$ cat src/rtl/cpu_sequencer.sv
// cpu_sequencer: multi-cycle control sequencer for a small CPU.
// Walks IDLE -> FETCH -> EXEC (-> MEM) -> FETCH ... -> DONE. It owns the
// program counter, a sticky memory-timeout flag and a saturating count of
// busy cycles. Strobes are decoded combinationally from state and opcode.
module cpu_sequencer (
  input  logic        clk,
  input  logic        reset,
  input  logic        start,
  input  logic [9:0]  prog_len,
  input  logic [2:0]  opcode,
  input  logic        bne_taken,
  input  logic [9:0]  branch_target,
  input  logic        mem_ack,
  output logic [9:0]  pc,
  output logic        ir_load,
  output logic        reg_we,
  output logic        mem_re,
  output logic        mem_we,
  output logic        done,
  output logic        err,
  output logic [15:0] cycle_count
);

  typedef enum logic [2:0] {
    S_IDLE  = 3'd0,
    S_FETCH = 3'd1,
    S_EXEC  = 3'd2,
    S_MEM   = 3'd3,
    S_DONE  = 3'd4
  } state_t;

  localparam logic [2:0] OP_LOAD   = 3'b011;
  localparam logic [2:0] OP_STORE  = 3'b100;
  localparam logic [2:0] OP_BNE    = 3'b110;
  // Last wait-counter value: the 16th MEM cycle without an ack times out.
  localparam logic [3:0] WAIT_LAST = 4'd15;

  state_t      r_state;
  state_t      w_state_next;
  logic [9:0]  r_pc;
  logic [9:0]  w_pc_next;
  logic [9:0]  r_len;
  logic [9:0]  w_len_next;
  logic        r_err;
  logic        w_err_next;
  logic [3:0]  r_wait;
  logic [3:0]  w_wait_next;
  logic [15:0] r_cycle;
  logic [15:0] w_cycle_next;
  logic [9:0]  w_pc_inc;
  logic        w_pc_update;
  logic        w_is_load;
  logic        w_is_store;
  logic        w_busy;

  // 10-bit modulo increment: 1023 wraps to 0.
  assign w_pc_inc   = r_pc + 10'd1;
  assign w_is_load  = (opcode == OP_LOAD);
  assign w_is_store = (opcode == OP_STORE);
  assign w_busy     = (r_state == S_FETCH) || (r_state == S_EXEC) || (r_state == S_MEM);

  // State register; reset wins over every other input.
  always_ff @(posedge clk) begin
    if (reset) begin
      r_state <= S_IDLE;
    end else begin
      r_state <= w_state_next;
    end
  end

  // Program counter, latched length, error flag, wait counter and cycle count.
  always_ff @(posedge clk) begin
    if (reset) begin
      r_pc    <= 10'd0;
      r_len   <= 10'd0;
      r_err   <= 1'b0;
      r_wait  <= 4'd0;
      r_cycle <= 16'd0;
    end else begin
      r_pc    <= w_pc_next;
      r_len   <= w_len_next;
      r_err   <= w_err_next;
      r_wait  <= w_wait_next;
      r_cycle <= w_cycle_next;
    end
  end

  // Next-state, register next values and strobe decode.
  always_comb begin
    w_state_next = r_state;
    w_pc_next    = r_pc;
    w_len_next   = r_len;
    w_err_next   = r_err;
    w_wait_next  = r_wait;
    w_cycle_next = r_cycle;
    w_pc_update  = 1'b0;
    ir_load      = 1'b0;
    reg_we       = 1'b0;
    mem_re       = 1'b0;
    mem_we       = 1'b0;

    case (r_state)
      S_IDLE, S_DONE: begin
        if (start) begin
          w_pc_next    = 10'd0;
          w_cycle_next = 16'd0;
          w_err_next   = 1'b0;
          w_len_next   = prog_len;
          w_state_next = (prog_len == 10'd0) ? S_DONE : S_FETCH;
        end
      end

      S_FETCH: begin
        ir_load      = 1'b1;
        w_state_next = S_EXEC;
      end

      S_EXEC: begin
        case (opcode)
          OP_LOAD: begin
            mem_re       = 1'b1;
            w_wait_next  = 4'd0;
            w_state_next = S_MEM;
          end
          OP_STORE: begin
            mem_we       = 1'b1;
            w_wait_next  = 4'd0;
            w_state_next = S_MEM;
          end
          OP_BNE: begin
            w_pc_next   = bne_taken ? branch_target : w_pc_inc;
            w_pc_update = 1'b1;
          end
          default: begin
            reg_we      = 1'b1;
            w_pc_next   = w_pc_inc;
            w_pc_update = 1'b1;
          end
        endcase
      end

      S_MEM: begin
        // Request is held for the whole MEM stay, including the ack cycle.
        mem_re = w_is_load;
        mem_we = w_is_store;
        if (mem_ack) begin
          reg_we      = w_is_load;
          w_pc_next   = w_pc_inc;
          w_pc_update = 1'b1;
        end else if (r_wait == WAIT_LAST) begin
          // Give up: flag the error and stop with pc left on the stuck access.
          w_err_next   = 1'b1;
          w_state_next = S_DONE;
        end else begin
          w_wait_next = r_wait + 4'd1;
        end
      end

      default: begin
        w_state_next = S_IDLE;
      end
    endcase

    // Completion is judged on the new (wrapped) pc for every pc update,
    // branches included.
    if (w_pc_update) begin
      w_state_next = (w_pc_next >= r_len) ? S_DONE : S_FETCH;
    end

    if (w_busy && (r_cycle != 16'hFFFF)) begin
      w_cycle_next = r_cycle + 16'd1;
    end
  end

  assign pc          = r_pc;
  assign err         = r_err;
  assign cycle_count = r_cycle;
  assign done        = (r_state == S_DONE);

endmodule

$ cat config.mk
export PLATFORM = sky130hd
export DESIGN_NAME = cpu_sequencer
export DESIGN_NICKNAME = d
export VERILOG_FILES = /design/src/rtl/cpu_sequencer.sv
export SDC_FILE = /design/constraint.sdc
export NUM_CORES = 1
export LEC_CHECK = 0
export BUFFER_PORTS_ARGS = -buffer_cell sky130_fd_sc_hd__buf_2
export CAP_MARGIN = 20
export CORE_AREA = 2 2 89 91
export CTS_BUF_LIST = sky130_fd_sc_hd__clkbuf_8
export DETAILED_ROUTE_END_ITERATION = 6
export DIE_AREA = 0 0 91 93
export PLACE_DENSITY = 0.59
export SLEW_MARGIN = 5
export SYNTH_ARGS = -nofsm -noshare
export SYNTH_HDL_FRONTEND = slang
export SYNTH_SLANG_ARGS = --single-unit
$ cat constraint.sdc
create_clock -name clk -period 6.45 [get_ports clk]
set_input_delay 1.29 -clock clk [delete_from_list [all_inputs] [get_ports clk]]
set_output_delay 1.29 -clock clk [all_outputs]
set_load 0.01 [all_outputs]
# Yosys cells after proc, flatten, opt, wreduce, memory -nomap -nowiden
# Cells that the tools add are included.
[op_classes] n_addsub=3 magnitude_cmp=1 n_eq_ne=18 mux=35 reduce_logical=17
[ops] operator="$mux W16" n=3
[ops] operator="$mux W10" n=3
[ops] operator="$pmux W10 S3" n=1
[ops] operator="$mux W3" n=7
[ops] operator="$pmux W10 S2" n=1
[ops] operator="$add A16 B1 Y16 const B" n=1
[ops] operator="$ne A16 B16 Y1 const B" n=1
[ops] operator="$mux W4" n=3
[ops] operator="$pmux W3 S4" n=1
[ops] operator="$reduce_and A4 Y1" n=3
[ops] operator="$add A10 B1 Y10 const B" n=1
[ops] operator="$ge A10 B10 Y1" n=1
[ops] operator="$logic_not A10 Y1" n=1
[ops] operator="$mux W1" n=10
[ops] operator="$pmux W1 S2" n=5
[ops] operator="$eq A3 B2 Y1 const B" n=3
[ops] operator="$eq A3 B3 Y1 const B" n=3
[ops] operator="$ne A3 B3 Y1 const B" n=3
[ops] operator="$ne A2 B2 Y1 const B" n=4
[ops] operator="$pmux W4 S2" n=1
[ops] operator="$reduce_bool A2 Y1" n=4
[ops] operator="$add A4 B1 Y4 const B" n=1
[ops] operator="$eq A4 B4 Y1 const B" n=1
[ops] operator="$reduce_and A2 Y1" n=2
[ops] operator="8 further kinds" n=10
[totals] regBits=44 inputBits=28 elab_cells=80

# Depth between registers and ports, before layout
[logic_depth] word_depth=7 depth_mapped=13 ltp_nobuf=11

# Worst setup path after synthesis
# No wires, ideal clock.
[synth_path] path_type="input-to-reg" startpoint="input port opcode[0]" endpoint="register r_state[2]" t_arrival_ps=3804 slack_ps=2527 cell_stages=13 n_path_buf=2 cell_sequence="buf_2 > nand2b_1 > clkbuf_1 > o21ai_1 > o21ai_1 > a222oi_1 > inv_1 > ha_1 > or3b_2 > o2111ai_1 > a31o_2 > a311oi_1 > o221a_2"
[synth_via] elab_chain_cells=7 word_cells_on_any_way=16
[synth_rtl] element="start: declaration" line="10" rtl="input logic [2:0] opcode,"
[synth_rtl] element="$eq A3 B2 Y1 / $eq A3 B3 Y1 (equally long branches)" line="119" rtl="case (opcode)"
[synth_rtl] element="$reduce_or A2 Y1 (no source line)"
[synth_rtl] element="$pmux W10 S2 *" line="119"
[synth_rtl] element="$pmux W10 S3 *" line="102" rtl="case (r_state)"
[synth_rtl] element="net w_pc_next[1]" line="41" rtl="logic [9:0] w_pc_next;"
[synth_rtl] element="$ge A10 B10 Y1 *" line="167" rtl="w_state_next = (w_pc_next >= r_len) ? S_DONE : S_FETCH;"
[synth_rtl] element="$mux W3 *" line="167"
[synth_rtl] element="$mux W3 *" line="166" rtl="if (w_pc_update) begin"
[synth_rtl] element="end signal: assignment" line="67" rtl="r_state <= w_state_next;"
[synth_rtl] element="end: declaration" line="38" rtl="state_t r_state;"
# Mark *: on every way through the listed nets, which the timed path passes. The rest lies on a longest branch.
# A chain may end at the register's enable or synchronous reset.

# Final worst setup path
# Same ends and word-level chain as after synthesis.

==> tab_implementation.tex <==
\begin{tabular}{lr}
\hline
Metric & Value \\
\hline
\multicolumn{2}{l}{\textbf{Global route}} \\
\quad Number of global-route vias before repair & about 2700 \\
\quad Largest net degree at the start of global routing & 40 \\
\quad Initial antenna violation count & 0 \\
\quad Global-route usage over all layers & a little under a fifth \\
\quad Global-route wire length before repair & around 13 mm \\
\quad Gr ovfl total & 0 \\
\multicolumn{2}{l}{\textbf{Critical path}} \\
\quad First element of the critical path & opcode[0] \\
\quad Top cell family by delay on the critical path & compound AO/OA/AOI/OAI gates \\
\quad Data arrival time of the critical path & 4.14 ns \\
\quad Slowest-stage cell, CP & a222oi\_1 \\
\quad Nature of the critical path endpoint & flop \\
\quad Number of buffers and inverters on the critical path & 2 \\
\quad Critical Path RT & about 6.6 ns \\
\quad Library cell appearing most often on the critical path & o21ai\_1 \\
\quad FF-to-FF Start & r\_state[1]\$\_SDFFE\_PP0P\_ \\
\quad Crit Path Category & primary input to flop \\
\quad Critical Path Start Type & primary input \\
\quad Crit Path Max Fanout & 10 \\
\quad Largest stage delay on the critical path & 0.45 ns \\
\quad Cells along the critical path & buf\_2 > nand2b\_1 > o21ai\_1 > o21ai\_1 > a222oi\_1 > inv\_1 > ha\_1 > or3b\_2 > o2111ai\_1 > a31o\_2 > a311oi\_1 > o221a\_2 \\
\multicolumn{2}{l}{\textbf{Finish}} \\
\quad Most frequent cells in the layout & 59 x buf\_2, 44 x dfxtp\_1, 41 x nand2\_1 \\
\quad Signed area change from the synthesized netlist to the final layout & 14.5\% \\
\quad Layout cell share with drive strength beyond 1 & 18.5\% \\
\quad Most common cell after layout, fill and taps aside & buf\_2 \\
\quad Post-Route Utilization & between 40\% and 50\% \\
\quad Number of diodes added for antenna fixing & 0 \\
\quad Number of nets in the finished design & $\sim$470 \\
\multicolumn{2}{l}{\textbf{Yosys}} \\
\quad Gate count after technology mapping & about 380 \\
\quad Cell area after technology mapping & approximately 3000 um2 \\
\quad Share of the synthesized area in compound gates (AO/OA/AOI/OAI) & $\sim$25\% \\
\quad Fraction of synthesized cell area in xor and xnor cells & 2.39\% \\
\quad Synthesized area divided by synthesized cell count & 7.65 um2 \\
\quad Most instantiated flip-flop cell in the synthesis netlist & dfxtp\_1 \\
\quad Adder and majority cell fraction of the synthesized area & roughly 5.5\% \\
\quad Synthesis-stage register bit count & between 40 and 50 \\
\quad Sequential area share after synthesis & 30.0\% \\
\quad Number of synthesized flops with an enable pin & 0 \\
\quad Share of synthesized registers carrying an async set or reset & 0\% \\
\quad Post-synth net total & between 400 and 500 \\
\quad Combinational family with the most area after synthesis & simple AND/OR/NAND/NOR gates \\
\quad Library cells used by synthesis & 57 \\
\quad Multiplexer share of the synthesized area & approximately 1.0\% \\
\quad Simple-gate portion of the synthesized area & between 20 and 30\% \\
\quad Yosys warning total & 0 \\
\multicolumn{2}{l}{\textbf{Clock network}} \\
\quad Count of instances resized after the clock tree is built & 0 \\
\quad Number of buffers added for setup after CTS & 0 \\
\quad Clock tree sinks & 44 \\
\quad CTS tree & done \\
\quad Hold buffer count at cts & 0 \\
\quad H-tree lvl count & 2 \\
\quad Num CTS Buffers & 5 \\
\quad CTS clk-pin slew, worst paths & approximately 0.080 ns \\
\quad Root Buffer & clkbuf\_8 \\
\quad Clock Path Buffers & 2 \\
\quad Skew-Pair Late Insertion Delay & $\sim$0.30 ns \\
\multicolumn{2}{l}{\textbf{Placement}} \\
\quad Number of port buffers & about 60 \\
\quad Gp weighted congestion & between 0.8 and 0.9 \\
\quad Placed wire-length estimate after detailed placement & $\sim$6.1 mm \\
\quad Placement-stage worst setup slack & 2.24 ns \\
\multicolumn{2}{l}{\textbf{STA}} \\
\quad Sum of negative setup slack & 0 ns \\
\quad Crit path time final & approximately 3.9 ns \\
\quad Final worst clock skew & approximately 0.007 ns \\
\quad Final setup violation count & 0 \\
\quad Max-slew headroom & 51.3\% \\
\quad Achievable clock frequency & roughly 250 MHz \\
\quad Share of the clock period used by the worst path after layout & 61.2\% \\
\quad Slew Limit Fails & 0 \\
\quad Final hold vios & 0 \\
\quad Setup repair after global routing missed its margin & false \\
\quad Actual slew at the worst max-slew pin & 0.731 ns \\
\quad Worst Slack Setup Final & around 2.5 ns \\
\multicolumn{2}{l}{\textbf{Die}} \\
\quad Height of the die & approximately 93 um \\
\quad Initial Util & around two fifths \\
\quad Die area & roughly 8500 um2 \\
\quad Die outline width & 91 um \\
\quad Number of placed I/O pins & 60 \\
\quad Core Rows & 32 \\
\quad Core footprint & about 7500 um2 \\
\multicolumn{2}{l}{\textbf{Min path}} \\
\quad Hold\_sp & r\_len[8]\$\_SDFFE\_PP0P\_ \\
\quad Worst hold path class & flop to flop \\
\multicolumn{2}{l}{\textbf{Route}} \\
\quad Drt pass-1 iters & 5 \\
\quad Total vias in the final route & roughly 3000 \\
\quad Post-Route WL & roughly 8.1 mm \\
\quad Post-detailed-route via-to-cell ratio & $\sim$5.6 \\
\quad Routed length per placed instance & 15.2 um \\
\quad Initial DRC count & 150 \\
\quad Post-detailed-route count of antenna-violating nets & 0 \\
\quad Residual DRC count & 0 \\
\multicolumn{2}{l}{\textbf{Pwr}} \\
\quad Pwr dens & between 200 and 250 nW/um2 \\
\quad Maximum resistive drop on vdd & 0.104 mV \\
\quad Leakage dissipation & between 1 and 1.5 nW \\
\multicolumn{2}{l}{\textbf{Flow run}} \\
\quad Max-cap check violation count & 0 \\
\multicolumn{2}{l}{\textbf{Outcome}} \\
\quad Status & finished clean \\
\hline
\end{tabular}
==> per-stage QoR <==
step | std cells | total power [W] | cell area, um2 | hold slack, ns
6_report | 534 | 0.000841 | 3360 | 0.459
5_1_grt | 534 | 0.000904 | 3360 | 0.484
3_5_place_dp | 526 | 0.000667 | 3270 | 0.449
2_1_floorplan | 384 | 0.000587 | 2940 | 0.436
4_1_cts | 534 | 0.000847 | 3360 | 0.460
3_3_place_gp | 526 | 0.000665 | 3270 | 0.446
==> routing by layer <==
metal | up-vias | routed length, um | track usage, %
li1 | 1509 | - | -
met1 | 1396 | 3640 | 24.1
met2 | 83 | 3860 | 32.9
met3 | 14 | 450 | 3.79
met4 | 0 | 155 | 6.69
met5 | - | 0 | 0
==> where the power goes <==
group	switching, W	leakage, nW	internal [W]	total (W)
logic	0.000210	0.954	0.000117	0.000327
registers	0.0000338	0.357	0.000298	0.000332
clock network	0.0000958	0.0510	0.0000856	0.000181
==> cell type report <==
cell class | instances | area [um2]
Tap cell | 102 | 128
Fill cell | 829 | 4160
Sequential cell | 44 | 881
Clock buffer | 6 | 82.6
Inverter | 20 | 75.1
Clock inverter | 2 | 10.0
Multi-Input combinational cell | 300 | 1880
Timing Repair Buffer | 60 | 303
==> registers in the layout, summed over array words and instances, names as in the netlist <==
register     flops
cycle_count     16
pc              10
r_len           10
r_wait           4
r_state          3
err              1
==> cell usage after synthesis, types with 2 or more instances <==
master	number	area share [%]
a211oi_1	5	1.3
o21a_1	8	2.0
a221o_1	2	0.68
a211o_1	3	0.89
and3_1	6	1.3
ha_1	13	5.5
o31ai_1	4	1.0
nand2_1	41	5.2
mux2i_1	3	1.0
buf_6	2	0.77
o211ai_1	8	2.0
o32ai_1	3	0.89
a31oi_1	4	0.85
a222oi_1	3	1.0
and2_1	7	1.5
and3b_1	2	0.60
nand3_1	18	3.1
nand2b_1	8	1.7
a21o_1	2	0.51
inv_1	20	2.6
a22oi_1	2	0.51
a21oi_1	34	5.8
o21ai_0	12	2.0
a41oi_1	2	0.60
clkbuf_1	12	1.5
nor3_1	17	2.9
xnor2_1	4	1.2
nand3_2	2	0.68
xor2_1	4	1.2
dfxtp_1	44	30
o2111ai_1	3	0.89
nand4_1	5	1.1
o21ai_1	3	0.51
or3b_2	2	0.60
nor4_1	3	0.64
and4_1	3	0.89
buf_2	6	1.0
or3_1	4	0.85
nor3b_1	2	0.51
nor2b_1	3	0.64
a311oi_1	4	1.2
nor2_1	31	4.0
nor4b_1	6	1.8
==> cell families after synthesis <==
family                   Yosys count
multiplexers                       3
adder cells (fa/ha/maj)           13
AO/OA/AOI/OAI                    109
XOR/XNOR                           8
buffers and inverters             40
flip-flops                        44
AND/OR/NAND/NOR                  167
==> path summary, 6_finish.rpt <==
path	end	slack (ns)	depth (start not counted)
min	r_len[8]$_SDFFE_PP0P_	0.46	2
max	r_state[2]$_SDFFE_PP0P_	2.51	12
max reg2reg	r_state[2]$_SDFFE_PP0P_	3.09	11
min reg2reg	r_len[8]$_SDFFE_PP0P_	0.46	2
==> tightest hold or removal path, delay by kind of cell, from the launching register on <==
family,cells,cell delay [ns]
AOI/OAI and AO/OA,1,0.05
DFF,1,0.32
and+or+nand+nor,1,0.05
Note: power is estimated with default switching activity, not from simulation.
